===== config.mk =====
export PLATFORM = sky130hd
export DESIGN_NAME = uart_tx
export DESIGN_NICKNAME = d
export VERILOG_FILES = /design/src/rtl/uart_pkg.sv /design/src/rtl/sync_fifo.sv /design/src/rtl/uart_tx.sv
export SDC_FILE = /design/constraint.sdc
export NUM_CORES = 1
export LEC_CHECK = 0
export ABC_AREA = 1
export CORE_AREA = 8 8 119 121
export CTS_CLUSTER_DIAMETER = 60
export DETAILED_ROUTE_END_ITERATION = 10
export DIE_AREA = 0 0 127 129
export GPL_TIMING_DRIVEN = 0
export PLACE_DENSITY = 0.78
export SKIP_LAST_GASP = 1
export SLEW_MARGIN = 15
export SYNTH_ARGS = -nofsm -noshare
export SYNTH_HDL_FRONTEND = slang
export SYNTH_HIERARCHICAL = 1
export SYNTH_SLANG_ARGS = --single-unit

===== constraint.sdc =====
create_clock -name clk -period 3.5 [get_ports clk]
set_clock_uncertainty 0.15 [all_clocks]
set_input_delay 1.05 -clock clk [delete_from_list [all_inputs] [get_ports clk]]
set_output_delay 1.05 -clock clk [all_outputs]
set_load 0.03 [all_outputs]

===== src/rtl/uart_pkg.sv =====
`default_nettype none
// ============================================================================
//  Module      : uart_pkg
//  Description : Shared types and constants for the byte-oriented UART
//                transmitter (frame geometry and FSM state encoding).
//  Revision    : 1.0  initial release
// ============================================================================
package uart_pkg;

    // Payload width of one serial character.
    localparam int UART_DATA_W     = 8;

    // Start bit + 8 data bits + stop bit.
    localparam int UART_FRAME_BITS = 10;

    // Width of the data-bit index inside a frame.
    localparam int UART_BIT_IDX_W  = $clog2(UART_DATA_W);

    typedef enum logic [1:0] {
        IDLE  = 2'd0,
        START = 2'd1,
        DATA  = 2'd2,
        STOP  = 2'd3
    } uart_state_e;

endpackage : uart_pkg
`default_nettype wire


===== src/rtl/sync_fifo.sv =====
`default_nettype none
// ============================================================================
//  Module      : sync_fifo
//  Description : Single-clock show-ahead FIFO with a separately held
//                occupancy count. Pushes into a full FIFO and pops from an
//                empty FIFO are ignored.
//  Revision    : 1.0  initial release
//
//  Ports
//    clk    in   clock, rising edge
//    rst    in   synchronous active-high reset (pointers and count cleared)
//    push   in   write din at the tail
//    pop    in   drop the head entry
//    din    in   WIDTH-bit write data
//    dout   out  WIDTH-bit head entry (valid while empty = 0)
//    full   out  count == DEPTH
//    empty  out  count == 0
//    count  out  registered occupancy, $clog2(DEPTH)+1 bits
// ============================================================================
module sync_fifo #(
    parameter  int WIDTH = 8,
    parameter  int DEPTH = 16,
    localparam int AW    = $clog2(DEPTH),
    localparam int CW    = AW + 1
) (
    input  logic             clk,
    input  logic             rst,
    input  logic             push,
    input  logic             pop,
    input  logic [WIDTH-1:0] din,
    output logic [WIDTH-1:0] dout,
    output logic             full,
    output logic             empty,
    output logic [CW-1:0]    count
);

    localparam logic [CW-1:0] COUNT_FULL = CW'(DEPTH);

    logic [WIDTH-1:0] mem_q [DEPTH];
    logic [AW-1:0]    wr_ptr_q;
    logic [AW-1:0]    rd_ptr_q;
    logic [CW-1:0]    count_q;

    logic             w_do_push;
    logic             w_do_pop;

    assign full      = (count_q == COUNT_FULL);
    assign empty     = (count_q == '0);
    assign count     = count_q;
    assign dout      = mem_q[rd_ptr_q];

    assign w_do_push = push & ~full;
    assign w_do_pop  = pop  & ~empty;

    // Storage carries no reset: stale entries are unreachable once the
    // pointers and count are cleared.
    always_ff @(posedge clk) begin
        if (w_do_push) begin
            mem_q[wr_ptr_q] <= din;
        end
    end

    always_ff @(posedge clk) begin
        if (rst) begin
            wr_ptr_q <= '0;
            rd_ptr_q <= '0;
            count_q  <= '0;
        end else begin
            if (w_do_push) begin
                wr_ptr_q <= wr_ptr_q + AW'(1);
            end
            if (w_do_pop) begin
                rd_ptr_q <= rd_ptr_q + AW'(1);
            end
            // Simultaneous push and pop leaves the count unchanged.
            case ({w_do_push, w_do_pop})
                2'b10:   count_q <= count_q + CW'(1);
                2'b01:   count_q <= count_q - CW'(1);
                default: count_q <= count_q;
            endcase
        end
    end

endmodule : sync_fifo
`default_nettype wire


===== src/rtl/uart_tx.sv =====
`default_nettype none
// ============================================================================
//  Module      : uart_tx
//  Description : Bus-attached UART transmitter. CPU byte writes are queued in
//                a FIFO and serialised on txd as 8N1 frames, LSB first, at
//                CLK_DIV clock cycles per bit. Reads and writes to a full
//                FIFO are flagged on the combinational error output.
//  Revision    : 1.0  initial release
//
//  Ports
//    clk         in   clock, rising edge
//    rst         in   synchronous active-high reset
//    cen         in   bus access strobe for the UART region
//    wr          in   1 = write, 0 = read
//    wdata       in   byte to transmit
//    error       out  combinational: cen & (~wr | full)
//    txd         out  registered serial line, idles high
//    tx_busy     out  registered: frame on the line or FIFO non-empty
//    fifo_count  out  registered FIFO occupancy
// ============================================================================
module uart_tx
    import uart_pkg::*;
#(
    parameter  int CLK_DIV    = 16,
    parameter  int FIFO_DEPTH = 16,
    localparam int CW         = $clog2(FIFO_DEPTH) + 1
) (
    input  logic                   clk,
    input  logic                   rst,
    input  logic                   cen,
    input  logic                   wr,
    input  logic [UART_DATA_W-1:0] wdata,
    output logic                   error,
    output logic                   txd,
    output logic                   tx_busy,
    output logic [CW-1:0]          fifo_count
);

    localparam int                        BAUD_W    = $clog2(CLK_DIV);
    localparam logic [BAUD_W-1:0]         BAUD_LAST = BAUD_W'(CLK_DIV - 1);
    localparam logic [UART_BIT_IDX_W-1:0] BIT_LAST  = UART_BIT_IDX_W'(UART_DATA_W - 1);

    uart_state_e                state_q;
    logic [BAUD_W-1:0]          baud_q;
    logic [UART_BIT_IDX_W-1:0]  bit_idx_q;
    logic [UART_DATA_W-1:0]     shreg_q;
    logic                       txd_q;
    logic                       tx_busy_q;

    logic                       w_full;
    logic                       w_empty;
    logic [UART_DATA_W-1:0]     w_head;
    logic [CW-1:0]              w_count;
    logic                       w_accept;
    logic                       w_baud_last;
    logic                       w_pop;
    logic [CW-1:0]              w_count_d;
    logic                       w_line_active_d;
    logic                       tx_busy_d;

    // ------------------------------------------------------------------
    // Bus side
    // ------------------------------------------------------------------
    // full comes from the registered count, so a pop in the same cycle does
    // not make room for the incoming byte.
    assign w_accept = cen & wr & ~w_full;
    assign error    = cen & (~wr | w_full);

    // ------------------------------------------------------------------
    // Byte queue
    // ------------------------------------------------------------------
    sync_fifo #(
        .WIDTH (UART_DATA_W),
        .DEPTH (FIFO_DEPTH)
    ) u_fifo (
        .clk   (clk),
        .rst   (rst),
        .push  (w_accept),
        .pop   (w_pop),
        .din   (wdata),
        .dout  (w_head),
        .full  (w_full),
        .empty (w_empty),
        .count (w_count)
    );

    // ------------------------------------------------------------------
    // Transmit sequencing
    // ------------------------------------------------------------------
    assign w_baud_last = (baud_q == BAUD_LAST);

    // A byte leaves the FIFO either from IDLE or on the last stop-bit cycle,
    // the latter giving back-to-back frames with no idle gap.
    assign w_pop = ~w_empty &
                   ((state_q == IDLE) | ((state_q == STOP) & w_baud_last));

    // Occupancy and line activity after the coming edge, so tx_busy is
    // registered yet changes on the same edge as the event causing it.
    assign w_count_d       = w_count + CW'(w_accept) - CW'(w_pop);
    assign w_line_active_d = w_pop |
                             ((state_q != IDLE) & ~((state_q == STOP) & w_baud_last));
    assign tx_busy_d       = w_line_active_d | (w_count_d != '0);

    always_ff @(posedge clk) begin
        if (rst) begin
            state_q   <= IDLE;
            baud_q    <= '0;
            bit_idx_q <= '0;
            shreg_q   <= '0;
            txd_q     <= 1'b1;
            tx_busy_q <= 1'b0;
        end else begin
            tx_busy_q <= tx_busy_d;
            case (state_q)
                IDLE: begin
                    txd_q  <= 1'b1;
                    baud_q <= '0;
                    if (w_pop) begin
                        shreg_q   <= w_head;
                        bit_idx_q <= '0;
                        txd_q     <= 1'b0;
                        state_q   <= START;
                    end
                end

                START: begin
                    if (w_baud_last) begin
                        baud_q  <= '0;
                        txd_q   <= shreg_q[0];
                        state_q <= DATA;
                    end else begin
                        baud_q <= baud_q + BAUD_W'(1);
                    end
                end

                DATA: begin
                    if (w_baud_last) begin
                        baud_q  <= '0;
                        shreg_q <= shreg_q >> 1;
                        if (bit_idx_q == BIT_LAST) begin
                            txd_q   <= 1'b1;
                            state_q <= STOP;
                        end else begin
                            bit_idx_q <= bit_idx_q + UART_BIT_IDX_W'(1);
                            // Next bit to appear is the one about to shift into bit 0.
                            txd_q     <= shreg_q[1];
                        end
                    end else begin
                        baud_q <= baud_q + BAUD_W'(1);
                    end
                end

                STOP: begin
                    if (w_baud_last) begin
                        baud_q <= '0;
                        if (w_pop) begin
                            shreg_q   <= w_head;
                            bit_idx_q <= '0;
                            txd_q     <= 1'b0;
                            state_q   <= START;
                        end else begin
                            txd_q   <= 1'b1;
                            state_q <= IDLE;
                        end
                    end else begin
                        baud_q <= baud_q + BAUD_W'(1);
                    end
                end

                default: begin
                    baud_q  <= '0;
                    txd_q   <= 1'b1;
                    state_q <= IDLE;
                end
            endcase
        end
    end

    assign txd        = txd_q;
    assign tx_busy    = tx_busy_q;
    assign fifo_count = w_count;

endmodule : uart_tx
`default_nettype wire

Word-level counts from Yosys, hierarchy flattened

Memory sizes are Yosys's and may differ from the RTL's. A register that Yosys moved wholly into a read port is not among the register bits.
Cells that the tools add are included.

Add/sub/neg operators: 8
Eq/ne operators: 14
Mux-type cells: 29
Bitwise gates (word level): 16
Reductions and logical operators: 11

Operators by type and width:

| operator                                          | number |
|---|---|
| two-way mux 8 bit                                 | 3 |
| one-hot mux 8 bit (3 select lines)                | 1 |
| adder 4 x 1 -> 4 bit (second input constant)      | 3 |
| two-way mux 3 bit                                 | 4 |
| two-way mux 4 bit                                 | 3 |
| two-way mux 2 bit                                 | 5 |
| inequality test 2 bit (second input constant)     | 5 |
| one-hot mux 5 bit (2 select lines)                | 1 |
| one-hot mux 3 bit (3 select lines)                | 1 |
| bitwise AND 1 bit                                 | 8 |
| two-way mux 1 bit                                 | 8 |
| one-hot mux 2 bit (4 select lines)                | 1 |
| one-hot mux 4 bit (2 select lines)                | 1 |
| == test 2 bit (second input constant)             | 3 |
| AND reduction 3 bit                               | 2 |
| adder 5 x 1 -> 5 bit                              | 1 |
| adder 5 x 1 -> 5 bit (second input constant)      | 1 |
| == test 5 bit (second input constant)             | 1 |
| logical NOT 5 bit                                 | 1 |
| AND reduction 5 bit                               | 1 |
| nonzero test 5 bit                                | 1 |
| subtractor 5 x 1 -> 5 bit                         | 1 |
| subtractor 5 x 1 -> 5 bit (second input constant) | 1 |
| == test 2 x 1 -> 1 bit (second input constant)    | 2 |
| other kinds (12)                                  | 19 |

Register bits after elaboration: 32
Bits in writable memories: 128
Bits of input ports: 12
Word-level logic and storage cells: 88
Memories: 1

Memory list:

| memory       | words | width | read ports | clocked after Yosys merged registers in | write ports | line            | source |
|---|---|---|---|---|---|---|---|
| u_fifo.mem_q | 16    | 8     | 1          | 1                                       | 1           | sync_fifo.sv:39 | `logic [WIDTH-1:0] mem_q [DEPTH];` |

Depth between registers and ports, before layout

Word-level depth: 7
Gate-level depth with buffers: 19
Gate-level depth less buffers: 19

By module

The synthesis kept the hierarchy.

Modules (own cells, without submodules):

| module    | instances | cells an instance | area each (um^2) | sequential area each (um^2) |
|---|---|---|---|---|
| sync_fifo | 1         | 478               | 6,147.1          | 4,184.0 |
| uart_tx   | 1         | 167               | 1,216.2          | 380.4 |

Least setup slack after synthesis

OpenSTA, ideal clock, no wires.

Path type: input -> output
From: input cen
To: output error
Data arrival time: 1,769 ps
Slack: 531 ps
Stages on the path: 1
Cell sequence: a21boi_0

Word-level cells in the longest chain between the ends: 1

Ends and longest elaborated chain:

| item              | line          | source |
|---|---|---|
| from (decl)       | uart_tx.sv:30 | `input logic cen,` |
| bitwise AND 1 bit | uart_tx.sv:67 | `assign error = cen & (~wr \| w_full);` |
| to (decl)         | uart_tx.sv:33 | `output logic error,` |

Every way passes these cells.

Worst setup path in the final report

Ends and elaborated chain as after synthesis.

==> results.yml <==
outcome:
  status: "complete, no violations"
clock_tree:
  post_cts_resized: 1
  cts_tree: "built"
  insertion_delay_ps: 430
  h-tree-depth: 4
  postCtsSetupBuffers: 0
  clockBufferDepth: 2
  cts_num_sinks: 164
  postCtsHoldBufs: 0
  cts_made_buffers: 17
  clkTransAtPathRegs_ps: 60
  clock_tree.root_cell: "clkbuf_16"
synth:
  seq_area_frac_synth: 0.620
  synth-seq-cells: 164
  mappedNetlistArea_um2: 7360
  synth_top_area_share: 0.522
  async_flop_share: 0
  yosysTopAreaCell: "edfxtp_1"
  avgSynthCellArea_um2: 11.4
  yosysWarnings: 6
  yosys-top-cells-area: "edfxtp_1, dfxtp_1, mux2i_1, inv_1, ha_1"
  synth_flop_cell: "edfxtp_1"
  synth_nets: 679
  netlist_instances: 645
  synth_edf_count: 128
  synth_cell_types: 44
floorplan:
  die_x_um: 127
  start_util: 0.598
  dieArea_um2: 16400
  die_h_um: 129
  ioPinCount: 20
  rows: 41
  core_um2: 12300
route:
  route.met2.wl_mm: 7.87
  dr_total_vias: 4961
  drt-initial-drc-count: 467
  wirelength_mm: 16.1
  routed.top_layer: "met5"
  wirelength_met1_mm: 6.78
  ant_nets: 0
  wl_per_cell_um: 19.0
  drc: 0
  via_per_inst: 5.86
  dr.pass1.iters: 7
  dr_wl_met3_mm: 1.04
layout:
  area_growth_pct: 12.8
  filler_cell_count: 900
  layout-drive-gt1-share: 0.0991
  fin_area_um2: 8310
  diodes: 0
  finalNetCount: 717
timing:
  drv_slew: 0
  tightest_slew_ps: 833
  finalSetupViolations: 0
  rsz0062_at_grt: "false"
  fin_crit_ps: 3330
  slew_headroom: 0.442
  finalHoldViolCount: 0
  clock.fmax_ghz: 0.300
  fin_crit_sh: 0.951
  tns_ps: 0
critical_path:
  cp_data_required_time_ps: 2300
  cp-start-kind: "input pin"
  path_class: "in2out"
  worst_setup_path_end_kind: "primary output"
  cp_cell_sequence: "clkdlybuf4s50_1 -> a21boi_0 -> dlygate4sd2_1"
  slowest_stage: "clkdlybuf4s50_1"
  slowest_delay_ps: 480
  arrival_ps: 2130
  timing.critical_path.fanout_max: 2
  critical-path-top-delay-family: "buffers and inverters"
  path_buf_inv: 2
global_routing:
  grt_pass1_wl_mm: 25.3
  antenna_found_initial: 1
  grtUsageTotal: 0.207
  grt_max_degree: 17
  first_global_vias: 4913
  overflow: 0
pwr:
  peakVddDrop_uv: 423
  p_leak_nw: 3.06
  fin_total_pwr_mw: 6.26
  power.density_nw_per_um2: 754
placed_design:
  gp_congestion: 0.921
  io_buffers: 19
  place.detailed.hpwl_mm: 11.1
  placed_area_um2: 7740
min_path:
  hp-class: "reg2reg"
flow_run:
  max_cap_viol_count: 0
## metal layers
| layer | vias up | track usage |
|---|---|---|
| li1 | 2359 | - |
| met1 | 2390 | 0.251 |
| met2 | 176 | 0.343 |
| met3 | 34 | 0.0550 |
| met4 | 2 | 0.0917 |
| met5 | - | 0 |
## logic make-up after synthesis
family,Yosys count,synth area share
compound gates,135,0.111
xor+xnor,8,0.0105
fa+ha+maj,22,0.0384
buf+inv,103,0.0591
flops,164,0.620
mux,32,0.0435
simple gates,181,0.117
## final timing paths
kind / slack (ps) / end / startpoint / cells after the start
max reg2reg: 660 / tx_busy / state_q[0] / 14
min reg2reg: 320 / baud_q[0] / baud_q[0] / 1
max: 170 / error / cen / 3
min: 320 / baud_q[0] / baud_q[0] / 1
## power by group
group | internal [mW] | switching (mW)
Clock | 0.994 | 0.780
Sequential | 2.22 | 0.102
Combinational | 0.790 | 1.38
## through the flow
stage	instances	hold slack, ps	setup WS [ps]	utilization
3_3_place_gp	814	273	-84.0	0.629
5_1_grt	846	335	101	0.675
6_report	846	316	172	0.675
3_5_place_dp	814	313	-113	0.629
4_1_cts	846	320	177	0.675
2_1_floorplan	645	268	531	-
## worst reg2reg max path, delay by kind of cell, from the launching register on
kind / cells / cell delay [ps]
flops: 1 / 440
simple gates: 8 / 930
fa+ha+maj: 3 / 890
buf+inv: 3 / 300
## cell type report
class                   instances  area (µm²)  share of cell area
clock buffers                  17         425              0.0512
clock inverters                15         144              0.0173
multi-input cells             378        2360               0.284
well taps                     150         188              0.0226
inverters                      76         293              0.0352
flip-flops and latches        164        4560               0.549
repair buffers                 19         189              0.0227
plain buffers                  27         143              0.0172
## layout by cell type, fill, tap and decap left out, drive strengths merged, types with 6 or more instances in the layout
| master | instances |
|---|---|
| inv | 82 |
| mux2i | 32 |
| ha | 21 |
| nand3 | 27 |
| nor3b | 8 |
| o211ai | 32 |
| nand4 | 12 |
| clkinv | 6 |
| nand2 | 70 |
| clkdlybuf4s50 | 18 |
| buf | 14 |
| nor2 | 56 |
| edfxtp | 128 |
| dfxtp | 36 |
| a21oi | 45 |
| clkbuf | 30 |
| o21ai | 49 |
## state kept, by name, summed over array words and instances (netlist names), 2 cells and up, named ones only
| signal | cells |
|---|---|
| u_fifo/mem_q | 128 |
| shreg_q | 8 |
| u_fifo/count | 5 |
| baud_q | 4 |
| u_fifo/rd_ptr_q | 4 |
| u_fifo/wr_ptr_q | 4 |
| bit_idx_q | 3 |
| state_q | 2 |
## cell usage after synthesis, types with 4 or more instances
cell type	n
a21oi_1	44
buf_2	6
clkbuf_1	13
dfxtp_1	36
edfxtp_1	128
ha_1	21
inv_1	71
mux2i_1	32
nand2_1	61
nand2_2	5
nand2_4	4
nand3_1	23
nand3_2	4
nand4_1	12
nor2_1	53
nor3_1	4
nor3b_1	8
o211ai_1	32
o21ai_0	45
o21ai_1	4
xnor2_1	4
No activity file was read; power rests on OpenSTA's default activity.
